`config.mk`:
```
export PLATFORM = sky130hd
export DESIGN_NAME = ft_tx_writer
export DESIGN_NICKNAME = d
export VERILOG_FILES = /design/src/rtl/ft_tx_writer.sv
export SDC_FILE = /design/constraint.sdc
export NUM_CORES = 1
export LEC_CHECK = 0
export ABC_AREA = 1
export CAP_MARGIN = 10
export CORE_MARGIN = 2
export CORE_UTILIZATION = 55
export DETAILED_ROUTE_END_ITERATION = 7
export PLACE_DENSITY = 0.73
export SETUP_SLACK_MARGIN = 0.4
export SYNTH_ARGS = -nofsm -noshare
export SYNTH_HDL_FRONTEND = slang
export SYNTH_SLANG_ARGS = --single-unit
```
`constraint.sdc`:
```
create_clock -name ft_clk -period 2.4 [get_ports ft_clk]
set_input_delay 0.48 -clock ft_clk [delete_from_list [all_inputs] [get_ports ft_clk]]
set_output_delay 0.48 -clock ft_clk [all_outputs]
set_load 0.01 [all_outputs]
```
`src/rtl/ft_tx_writer.sv`:
```
`default_nettype none
// ============================================================================
// Module   : ft_tx_writer
// Brief    : FT245 synchronous-FIFO transmit path: byte FIFO, bus request,
//            zero-bubble burst writes gated by TXE#, SIWU# flush after idle.
// Revision : 1.0 - initial release
// ============================================================================
module ft_tx_writer #(
    parameter int DEPTH      = 16,
    parameter int FLUSH_IDLE = 64
) (
    input  logic                   ft_clk,
    input  logic                   rst_n,
    input  logic [7:0]             tx_data,
    input  logic                   tx_valid,
    output logic                   tx_ready,
    output logic                   tx_req,
    input  logic                   tx_grant,
    input  logic                   ft_txen,
    output logic                   ft_wrn,
    output logic [7:0]             ft_data_out,
    output logic                   ft_data_oe,
    output logic                   ft_siwu,
    output logic [$clog2(DEPTH):0] fifo_level
);

    localparam int   c_AW       = $clog2(DEPTH);
    localparam int   c_LW       = c_AW + 1;
    localparam int   c_CW       = (FLUSH_IDLE > 1) ? $clog2(FLUSH_IDLE + 1) : 1;
    localparam logic c_FLUSH_EN = (FLUSH_IDLE != 0);

    localparam logic [2:0] c_IDLE    = 3'd0;
    localparam logic [2:0] c_TURN    = 3'd1;
    localparam logic [2:0] c_WRITE   = 3'd2;
    localparam logic [2:0] c_RELEASE = 3'd3;
    localparam logic [2:0] c_FLUSH   = 3'd4;

    logic [7:0]      r_mem [DEPTH];
    logic [c_AW-1:0] r_wr_ptr, r_rd_ptr;
    logic [c_LW-1:0] r_level;
    logic            r_tx_ready, r_tx_req;
    logic [2:0]      r_state;
    logic            r_wrn, r_siwu, r_oe;
    logic [7:0]      r_dout;
    logic [c_CW-1:0] r_cnt;
    logic            r_armed, r_flush_pending;

    logic            w_push, w_accept, w_expire, w_clr_pending;
    logic [c_AW-1:0] w_rd_nxt_ptr;
    logic [7:0]      w_head, w_next_head;
    logic [c_LW-1:0] w_level_nxt;
    logic [2:0]      w_state_nxt;
    logic            w_wrn_nxt, w_siwu_nxt, w_oe_nxt;
    logic [7:0]      w_dout_nxt;

    assign w_push       = tx_valid && r_tx_ready;
    assign w_accept     = (r_state == c_WRITE) && !r_wrn && !ft_txen;
    assign w_rd_nxt_ptr = r_rd_ptr + c_AW'(1);
    // With one byte left, the byte following the head may be arriving this edge.
    assign w_head       = (r_level != '0) ? r_mem[r_rd_ptr] : tx_data;
    assign w_next_head  = (r_level > c_LW'(1)) ? r_mem[w_rd_nxt_ptr] : tx_data;
    assign w_expire     = r_armed && (r_cnt == '0) && !w_accept && !w_push;

    always_comb begin
        w_level_nxt = r_level;
        case ({w_push, w_accept})
            2'b10:   w_level_nxt = r_level + c_LW'(1);
            2'b01:   w_level_nxt = r_level - c_LW'(1);
            default: w_level_nxt = r_level;
        endcase
    end

    always_comb begin
        w_state_nxt   = r_state;
        w_wrn_nxt     = 1'b1;
        w_siwu_nxt    = 1'b1;
        w_oe_nxt      = r_oe;
        w_dout_nxt    = r_dout;
        w_clr_pending = 1'b0;
        case (r_state)
            c_IDLE: begin
                if (r_tx_req && tx_grant) begin
                    w_state_nxt = c_TURN;
                    w_oe_nxt    = 1'b1;
                    w_dout_nxt  = w_head;
                end
            end
            c_TURN: begin
                w_clr_pending = 1'b1;
                if (!tx_grant) begin
                    w_state_nxt = c_RELEASE;
                end else if (r_level != '0) begin
                    w_state_nxt = c_WRITE;
                    w_dout_nxt  = w_head;
                    w_wrn_nxt   = ft_txen;
                end else begin
                    w_state_nxt = c_FLUSH;
                    w_siwu_nxt  = 1'b0;
                end
            end
            c_WRITE: begin
                if (w_accept) begin
                    w_dout_nxt = w_next_head;
                end
                if (!tx_grant || (w_accept && (w_level_nxt == '0))) begin
                    w_state_nxt = c_RELEASE;
                end else begin
                    w_wrn_nxt = ft_txen;
                end
            end
            c_FLUSH: begin
                w_state_nxt = c_RELEASE;
            end
            c_RELEASE: begin
                w_state_nxt = c_IDLE;
                w_oe_nxt    = 1'b0;
            end
            default: begin
                w_state_nxt = c_IDLE;
                w_oe_nxt    = 1'b0;
            end
        endcase
    end

    always_ff @(posedge ft_clk) begin
        if (w_push) begin
            r_mem[r_wr_ptr] <= tx_data;
        end
    end

    always_ff @(posedge ft_clk or negedge rst_n) begin
        if (!rst_n) begin
            r_state    <= c_IDLE;
            r_wrn      <= 1'b1;
            r_siwu     <= 1'b1;
            r_oe       <= 1'b0;
            r_dout     <= 8'h00;
            r_level    <= '0;
            r_wr_ptr   <= '0;
            r_rd_ptr   <= '0;
            r_tx_ready <= 1'b0;
            r_tx_req   <= 1'b0;
        end else begin
            r_state    <= w_state_nxt;
            r_wrn      <= w_wrn_nxt;
            r_siwu     <= w_siwu_nxt;
            r_oe       <= w_oe_nxt;
            r_dout     <= w_dout_nxt;
            r_level    <= w_level_nxt;
            r_tx_ready <= (w_level_nxt != c_LW'(DEPTH));
            r_tx_req   <= (r_level != '0) || r_flush_pending;
            if (w_push) begin
                r_wr_ptr <= r_wr_ptr + c_AW'(1);
            end
            if (w_accept) begin
                r_rd_ptr <= w_rd_nxt_ptr;
            end
        end
    end

    // Idle timer: armed by an accept, cancelled by a push, fires once.
    always_ff @(posedge ft_clk or negedge rst_n) begin
        if (!rst_n) begin
            r_cnt           <= '0;
            r_armed         <= 1'b0;
            r_flush_pending <= 1'b0;
        end else begin
            if (w_accept) begin
                r_cnt   <= c_CW'(FLUSH_IDLE);
                r_armed <= c_FLUSH_EN;
            end else if (w_push) begin
                r_armed <= 1'b0;
            end else if (r_armed) begin
                if (r_cnt == '0) begin
                    r_armed <= 1'b0;
                end else if ((r_level == '0) && (r_state == c_IDLE)) begin
                    r_cnt <= r_cnt - c_CW'(1);
                end
            end
            if (w_clr_pending) begin
                r_flush_pending <= 1'b0;
            end else if (w_expire) begin
                r_flush_pending <= 1'b1;
            end
        end
    end

    assign tx_ready    = r_tx_ready;
    assign tx_req      = r_tx_req;
    assign ft_wrn      = r_wrn;
    assign ft_siwu     = r_siwu;
    assign ft_data_oe  = r_oe;
    assign ft_data_out = r_dout;
    assign fifo_level  = r_level;

endmodule
`default_nettype wire

```
# Word-level counts from Yosys, hierarchy flattened
# Memory sizes are Yosys's and may differ from the RTL's.
# Cells that the tools add are included.
[word_totals]
ff_bits = 38
ram_bits = 128
output_inout_bits = 18
elab_cells = 100
mem_count = 1
[op_classes]
n_addsub = 5
magnitude_cmp = 1
n_eq_ne = 13
mux = 36
n_bitwise = 1
n_reduce_logical = 30
[mem_list]
columns = ["name", "depth", "width", "read_ports", "rd_clocked_by_memory_dff", "wr", "line_no", "text"]
rows = [
  ["r_mem", 16, 8, 2, 0, 1, "38", "logic [7:0] r_mem [DEPTH];"],
]
[ops]
columns = ["operator", "n"]
rows = [
  ["$mux 8", 6],
  ["$mux 7", 5],
  ["$pmux 8 s3", 1],
  ["$mux 1", 16],
  ["$mux 3", 4],
  ["$pmux 3 s4", 1],
  ["$logic_not 5->1", 2],
  ["$ne 2x2->1 const B", 5],
  ["$pmux 5 s2", 1],
  ["$logic_and 1x1->1", 9],
  ["$add 4x1->4 const B", 2],
  ["$logic_not 7->1", 1],
  ["$sub 7x1->7 const B", 1],
  ["$reduce_bool 2->1", 3],
  ["$add 5x1->5 const B", 1],
  ["$gt 5x1->1 const B", 1],
  ["$logic_not 1->1", 5],
  ["$ne 5x5->1 const B", 1],
  ["$reduce_and 5->1", 1],
  ["$reduce_bool 5->1", 1],
  ["$sub 5x1->5 const B", 1],
  ["$ne 2x1->1 const B", 2],
  ["$pmux 1 s2", 2],
  ["$reduce_and 2->1", 2],
  ["11 further kinds", 12],
]

# Depth between registers and ports, before layout
# Gate-level depths: netlist of run 1.
[logic_depth]
word_depth = 10
depth_mapped = 15
depth_no_buf = 14

# Worst setup path before layout of run 1
# No wires, ideal clock.
[synth_path]
path_type = "register to register"
start = "register r_state[2]"
end = "register r_state[0]"
setup_ns = 0.071
arrival_ns = 2.087
path_slack_ns = 0.242
stages_incl_launch_ff = 16
n_path_buf = 1
synth_period_minus_slack_ns = 2.158
path_cell_list = "dfrtp_1 > inv_2 > nand3_2 > nor3_4 > inv_2 > buf_6 > ha_1 > o21ai_0 > nand2_1 > a21oi_1 > nand2_1 > a21oi_1 > nand2_1 > nand3_1 > nand2_1 > nor2_1"
[synth_between]
elab_chain_len = 10
word_cells_on_any_way = 16
[synth_rtl]
columns = ["item", "line_no", "text"]
rows = [
  ["start, declared", "42", "logic [2:0] r_state;"],
  ["start signal, assigned", "133", "r_state <= c_IDLE;"],
  ["start signal, assigned", "144", "r_state <= w_state_nxt;"],
  ["$eq 3x2->1 *", "57", "assign w_accept = (r_state == c_WRITE) && !r_wrn && !ft_txen;"],
  ["$logic_and 1x1->1 * (2 in series)", "57", ""],
  ["named net w_accept", "48", "logic w_push, w_accept, w_expire, w_clr_pending;"],
  ["$eq 2x1->1 or $eq 2x2->1 (tied branches)", "66", "case ({w_push, w_accept})"],
  ["$pmux 5 s2 *", "66", ""],
  ["named net w_level_nxt[0]", "51", "logic [c_LW-1:0] w_level_nxt;"],
  ["$logic_not 5->1 *", "105", "if (!tx_grant || (w_accept && (w_level_nxt == '0))) begin"],
  ["$logic_and 1x1->1 *", "105", ""],
  ["$logic_or 1x1->1 *", "105", ""],
  ["$ne 2x1->1 (no source line) *", "n/a", ""],
  ["$reduce_and 2->1 (no source line) *", "n/a", ""],
]
# Mark *: on every way through the listed nets, which the timed path passes. The rest lies on a longest branch.
# A chain may end at the register's enable or synchronous reset.

# Worst setup path in the final report of run 1
[layout_path]
start = "register r_state[0]"
end = "register r_state[0]"
# The elaborated chain is that of the path after synthesis.

==> key figures, run 1 <==
STA
  – Setup-failing EPs final: 0
  – Max-slew violation count: 0
  – Fin crit period: 2.05 ns
  – Worst Skew: around 0.01 ns
  – Worst slew margin: 0.607
  – Final Hold Vio Count: 0
  – Period utilization: 0.853
  – Fmax: between 400 and 500 MHz
  – Worst slew pin tran: between 0.5 and 0.6 ns
  – RSZ-0062 raised after global routing: yes
  – Setup TNS: 0 ns

Hold path
  – Path type of the worst min-delay path: primary input to asynchronous set/reset pin

Global routing
  – Largest net degree at the start of global routing: ~110
  – GRT Total Usage: 0.289
  – Vias in the first global route: 6937
  – First-pass GRT wire length: 36600 um
  – Remaining global-route overflow: 0
  – Initial antenna violation count: 0

Worst setup path
  – Slowest cell on the critical path: dfrtp_1
  – Cell mode on critical path: nand2_1
  – Worst EP arrival: 2.42 ns
  – Startpoint types: register
  – Crit path max-delay family: simple AND/OR/NAND/NOR gates
  – Largest stage delay on the critical path: between 0.3 and 0.4 ns
  – Setup crit end kind: register
  – Ordered list of cells on the worst path: inv_2 -> nand3_4 -> nor3_4 -> buf_6 -> inv_4 -> ha_4 -> o21ai_2 -> nand2_2 -> a21oi_2 -> nand2_1 -> a21oi_2 -> nand2_1 -> nand3_1 -> nand2_1 -> nor2_1
  – Max FO, Critical Path: 6
  – Kind of critical path: register to register
  – Total buffers and inverters traversed by the critical path: 3
  – WP data required: 2.77 ns
  – R2R Setup Slk: 0.35 ns

Clocking
  – CTS tree: built
  – Htree depth: 4
  – Clk_lat worst skew: 0.44 ns
  – TritonCTS buffer count: 17
  – Count of clock tree sinks: 166
  – Hold buffers post-CTS: 0
  – Clk buf depth: 2
  – Clock-pin slew on the worst setup and hold paths: about 0.07 ns
  – CTS Root Cell: clkbuf_16

Drt
  – Routed via count: between 7000 and 8000
  – DR vias/cell: 5.95
  – Total wire length: roughly 25000 um
  – Pre-antenna DRT Iters: 5
  – Antenna-violating nets left: 0
  – Residual DRC: 0
  – Initial DRC count: 918
  – Post-DR wirelength/cell: ~20 um

Power
  – Comb power frac: 0.581
  – Power density cells: about 1500 nW/um^2
  – Switching Fraction: 0.450
  – Max VDD drop: 0.752 mV
  – NetSw: 7.19 mW
  – Pleak: 4.37 nW
  – Sequential share of power: 0.252
  – Internal: between 8 and 9 mW
  – Clock power frac: 0.167

Logic synthesis
  – Synthesized flop and latch total: 166
  – Synth area leaders: edfxtp_1 44%, dfrtp_1 10%, nand3_1 7.5%, nand2_1 7.0%, o21ai_0 5.1%
  – Synth Area in Compound Gates: 0.164
  – Ys async rst share: 0.229
  – Post-synthesis cell area: between 8000 and 9000 sq um
  – Cells after synthesis: 946
  – Synth top area share: 0.436
  – Mux cell area share after synthesis: 0
  – Mapped Nets: a little under 1000
  – Number of synthesized flops with an enable pin: ~130
  – Yosys Warn Count: 0
  – Adder-Cell Fraction of Synth Area: 0.0170
  – Post-synthesis area per instance: 9.32 sq um
  – Simple-gate share of the synthesized area: 0.178
  – Synth cell types: 39
  – Synth area leader: edfxtp_1
  – Largest family of logic cells by synthesized area: simple AND/OR/NAND/NOR gates
  – Xor/xnor share of the synthesized area: 0.0106
  – Top_reg_cell synth: edfxtp_1
  – Sequential-to-total area share from yosys stat: 0.544

Floorplan
  – Die Y: 131 um
  – Starting Density: 0.559
  – Row cnt: 46
  – Die width: 131 um
  – Die area: 17100 sq um
  – I/O pin cnt: 31
  – Core box area: around 16000 sq um

Final layout
  – Most common cell after layout, fill and taps aside: nand2_1
  – Most frequent cells in the layout: 150 x nand2_1, 128 x edfxtp_1, 111 x inv_1
  – Design area: roughly 11000 sq um
  – Share of layout cells above drive strength 1: 0.203
  – Finished Layout Cells: 1255
  – Nets: about 1100
  – Area grow syn2layout: 21.6%
  – ANT cells: 0

Placed design
  – Gpl congestion: a little over 0.9
  – Placed insts: approximately 1200
  – # port buffers: 30
  – Post-place instance area: 9630 sq um
  – Final HPWL DP: 16400 um

Status
  – Status: finished, final reports clean

Run
  – Max-cap violation count: 0
==> worst register-to-register path, stage by stage (launching register included) <==
cell,delay (ns)
dfrtp_1,0.39
inv_2,0.09
nand3_4,0.08
nor3_4,0.26
buf_6,0.15
inv_4,0.03
ha_4,0.18
o21ai_2,0.13
nand2_2,0.08
a21oi_2,0.09
nand2_1,0.07
a21oi_2,0.13
nand2_1,0.09
nand3_1,0.07
nand2_1,0.05
nor2_1,0.08
==> flip-flops by register name, indices dropped and copies added, names as in the netlist, 3 cells and up <==
name / cells
r_wr_ptr: 4
r_cnt: 7
fifo_level: 5
ft_data_out: 8
r_mem: 128
r_rd_ptr: 4
r_state: 3
==> per-stage QoR <==
step | hold slack [ns] | setup WS [ns] | power, mW | utilization
after floorplan | 0.184 | 0.354 | 9.12 | -
after global placement | 0.442 | 0.00623 | 11.5 | 0.611
after detailed placement | 0.441 | -0.00310 | 11.7 | 0.611
after CTS | 0.0620 | 0.337 | 14.5 | 0.654
after global routing | 0.0857 | 0.213 | 16.8 | 0.680
final | 0.0410 | 0.354 | 16.0 | 0.680
==> cell type report <==
| class | count | area, sq um |
|---|---|---|
| fillers | 1220 | 5050 |
| multi-input cells | 604 | 3490 |
| inverters | 123 | 474 |
| clock inverters | 7 | 67.6 |
| clock buffers | 25 | 498 |
| well taps | 216 | 270 |
| repair buffers | 114 | 1110 |
| flip-flops and latches | 166 | 4810 |
==> layer usage <==
metal,GRT usage,share of wire
met1,0.394,0.41
met2,0.459,0.47
met3,0.0501,0.084
met4,0.132,0.037
met5,0,0
==> synthesized netlist by cell type, types with 8 or more instances <==
cell	n
a21oi_1	72
buf_2	23
buf_6	8
clkbuf_1	17
dfrtp_1	36
edfxtp_1	128
ha_1	12
inv_1	113
nand2_1	164
nand3_1	132
nor2_1	28
o211ai_1	47
o211ai_2	18
o21ai_0	89
==> path summary, 6_finish.rpt <==
| path | start | cells past startpoint | to |
|---|---|---|---|
| hold / removal | rst_n | 1 | ft_data_out[6] |
| hold reg to reg | r_flush_pending | 2 | tx_req |
| setup reg to reg | r_state[0] | 15 | r_state[0] |
| max in group asynchronous | rst_n | 2 | ft_siwu |
| min in group ft_clk | r_flush_pending | 2 | tx_req |
| setup / recovery | r_state[0] | 15 | r_state[0] |
==> logic make-up after synthesis <==
group	Yosys count
AO/OA/AOI/OAI	234
adder cells (fa/ha/maj)	12
buffers and inverters	177
XOR/XNOR	9
AND/OR/NAND/NOR	348
flip-flops	166
==> power by group through the flow <==
stage                     logic, mW  registers (mW)  clock network (mW)
after global routing           9.97            4.07                2.80
after detailed placement       7.62            4.04                   0
after global placement         7.51            4.03                   0
after CTS                      7.85            4.01                2.68
after floorplan                5.12            4.00                   0
final                          9.27            4.02                2.67
==> timing repair <==
item / 4_1_cts / 5_1_grt
pin swaps: 4 / 59
setup endpoints to repair: 20 / 20
setup buffers: 8 / 7
gates resized for setup: 15 / 61
gates cloned: 0 / 5
No activity file was read; power rests on OpenSTA's default activity.
==> run 2, diff against run 1 <==
SKIP_LAST_GASP = 1   (was default)
==> results of run 2 <==
The final DEF is identical to that of run 1; final timing and power are the same.
==> run 3, diff against run 2 <==
CTS_CLUSTER_SIZE = 8   (was default)
GPL_ROUTABILITY_DRIVEN = 0   (was default)
==> run 3 against run 2 <==
Effect of this change: global-route usage about the same; utilization fell by 0.071 points; combinational power down 2%; flip-flop and latch count did not move; design area decreased by 0.11%; first-iteration DRC count grew 14%; clock skew decreased by 0.0016 ns; worst hold slack better by 0.044 ns; die area did not move; non-clock buffer count grew 2.
==> key figures, run 3 (synthesis results as in run 1) <==
Global routing
  – M2 GR Usage: 0.456
  – Remaining global-route overflow: 0
  – Vias in the first global route: 6712
  – GRT Total Usage: 0.290
  – Initial antenna violation count: 0
  – M3 GR Usage: 0.0586
  – Met1 Use GR: 0.388
  – Largest net degree at the start of global routing: 75
  – First-pass GRT wire length: about 36000 um
  – Busiest grt layer: met2

Worst setup path
  – Startpoint types: register
  – Critical R2R Capture: ft_wrn
  – WP data required: 2.78 ns
  – R2R cell count: 15
  – Kind of critical path: register to register
  – CP startpoint: r_state[2]
  – Max FO, Critical Path: 6
  – Reg2reg start: r_state[2]
  – Setup crit end kind: register
  – Worst EP arrival: 2.51 ns
  – R2R Setup Slk: 0.27 ns

Clocking
  – Count of clock tree sinks: 166
  – Clk buf depth: 2
  – Clk_lat worst skew: around 0.44 ns
  – CTS tree: built
  – Clock-pin slew on the worst setup and hold paths: about 0.06 ns
  – Htree depth: 4
  – CTS Root Cell: clkbuf_16
  – TritonCTS buffer count: 17

STA
  – Max-slew violation count: 0
  – Worst slew pin tran: about 0.49 ns
  – Final worst slack: 0.266 ns
  – Worst Skew: 0.00838 ns
  – RSZ-0062 raised after global routing: yes
  – Fin crit period: 2.13 ns
  – Fmax: about 470 MHz
  – Setup-failing EPs final: 0
  – Fin Hold WS: about 0.085 ns
  – Final Hold Vio Count: 0
  – Worst slew margin: 0.674
  – Period utilization: 0.889
  – Setup TNS: 0 ns

Drt
  – Pre-antenna DRT Iters: 5
  – Antenna-violating nets left: 0
  – Routed via count: roughly 7600
  – Post-DR wirelength/cell: between 15 and 20 um
  – Initial DRC count: 1046
  – Residual DRC: 0
  – Total wire length: between 20000 and 30000 um
  – DR vias/cell: 6.03

Final layout
  – Max reg flops: 128
  – Top reg by flops: r_mem
  – Nets: 1053
  – Share of layout cells above drive strength 1: 0.187
  – ANT cells: 0
  – Most common cell after layout, fill and taps aside: nand2_1
  – Area grow syn2layout: 21.4%
  – Most frequent cells in the layout: 157 x nand2_1, 128 x edfxtp_1, 121 x nand3_1

Floorplan
  – Die area: ~17000 sq um
  – Core box area: 15800 sq um
  – Starting Density: 0.559
  – Die Y: between 100 and 150 um
  – I/O pin cnt: 31
  – Row cnt: 46
  – Die width: 131 um

Power
  – Power density cells: 1490 nW/um^2
  – Pwr Total: 16.0 mW
  – Max VDD drop: 0.788 mV
  – Pleak: 4.35 nW

Hold path
  – Path type of the worst min-delay path: primary input to asynchronous set/reset pin

Placed design
  – # port buffers: 30
  – Worst Setup Slack post-DPL: between 0.008 and 0.009 ns
  – Final HPWL DP: 15800 um

Run
  – Max-cap violation count: 0

Status
  – Status: finished, final reports clean
==> run 3: cell count changes in the layout (fill, tap and decap cells not counted), sizes merged <==
| cell | previous run | this run |
|---|---|---|
| buf | 81 | 83 |
| bufinv | 1 | 4 |
| clkbuf | 29 | 22 |
| clkdlybuf4s50 | 28 | 27 |
| clkinv | 7 | 10 |
| clkinvlp | 1 | 5 |
| dlygate4sd2 | 1 | 2 |
| inv | 121 | 118 |
==> run 3: worst max-delay path: stages, from the launching register on <==
cell     delay, ns
dfrtp_1       0.39
inv_2         0.08
nand3_4       0.09
nor3_4        0.30
buf_6         0.16
inv_4         0.03
ha_4          0.18
o21ai_4       0.12
nand2_2       0.08
a21oi_2       0.10
nand2_1       0.07
a21oi_2       0.14
nand2_1       0.11
nand3_1       0.09
nand2_1       0.06
nand2_1       0.08
==> run 3: timing repair <==
item / CTS / global route
pin swaps: 4 / 42
setup endpoints to repair: 20 / 21
hold buffers: 0 / 0
cloned: 1 / 4
setup buffers: 8 / 11
gates resized for setup: 16 / 45
==> run 3: where the power goes <==
| group | internal (mW) | switching [mW] |
|---|---|---|
| Combinational | 3.53 | 5.59 |
| Sequential | 3.64 | 0.359 |
| Clock | 1.73 | 1.13 |
| Total | 8.90 | 7.08 |
==> run 3: stage by stage <==
step / instances / area, sq um / utilization
2_1_floorplan: 946 / 8830 / -
3_3_place_gp: 1201 / 9620 / 0.610
3_5_place_dp: 1201 / 9620 / 0.610
4_1_cts: 1242 / 10400 / 0.657
5_1_grt: 1257 / 10700 / 0.679
6_report: 1257 / 10700 / 0.679
==> run 3: final cells by class <==
type,count,area (sq um)
fill,1202,5060
clock buffer,18,429
clock inverter,14,184
tap,216,270
sequential,166,4810
timing repair buffer,116,1120
inverter,123,472
multi-input combinational,604,3430
==> run 3: worst max path at each step <==
stage	endpoint	slack (ns)	depth (start not counted)
after detailed placement	r_state[0]	0.009	14
final	ft_wrn	0.27	15
after global placement	r_state[0]	0.02	12
after global routing	ft_wrn	0.15	15
after floorplan	r_state[0]	0.35	13
after CTS	r_state[0]	0.33	15
==> run 3: layer usage <==
layer | vias to the layer above | wire (um)
li1 | 3455 | -
met1 | 3587 | 9840
met2 | 453 | 11700
met3 | 80 | 2510
met4 | 0 | 1070
met5 | - | 0
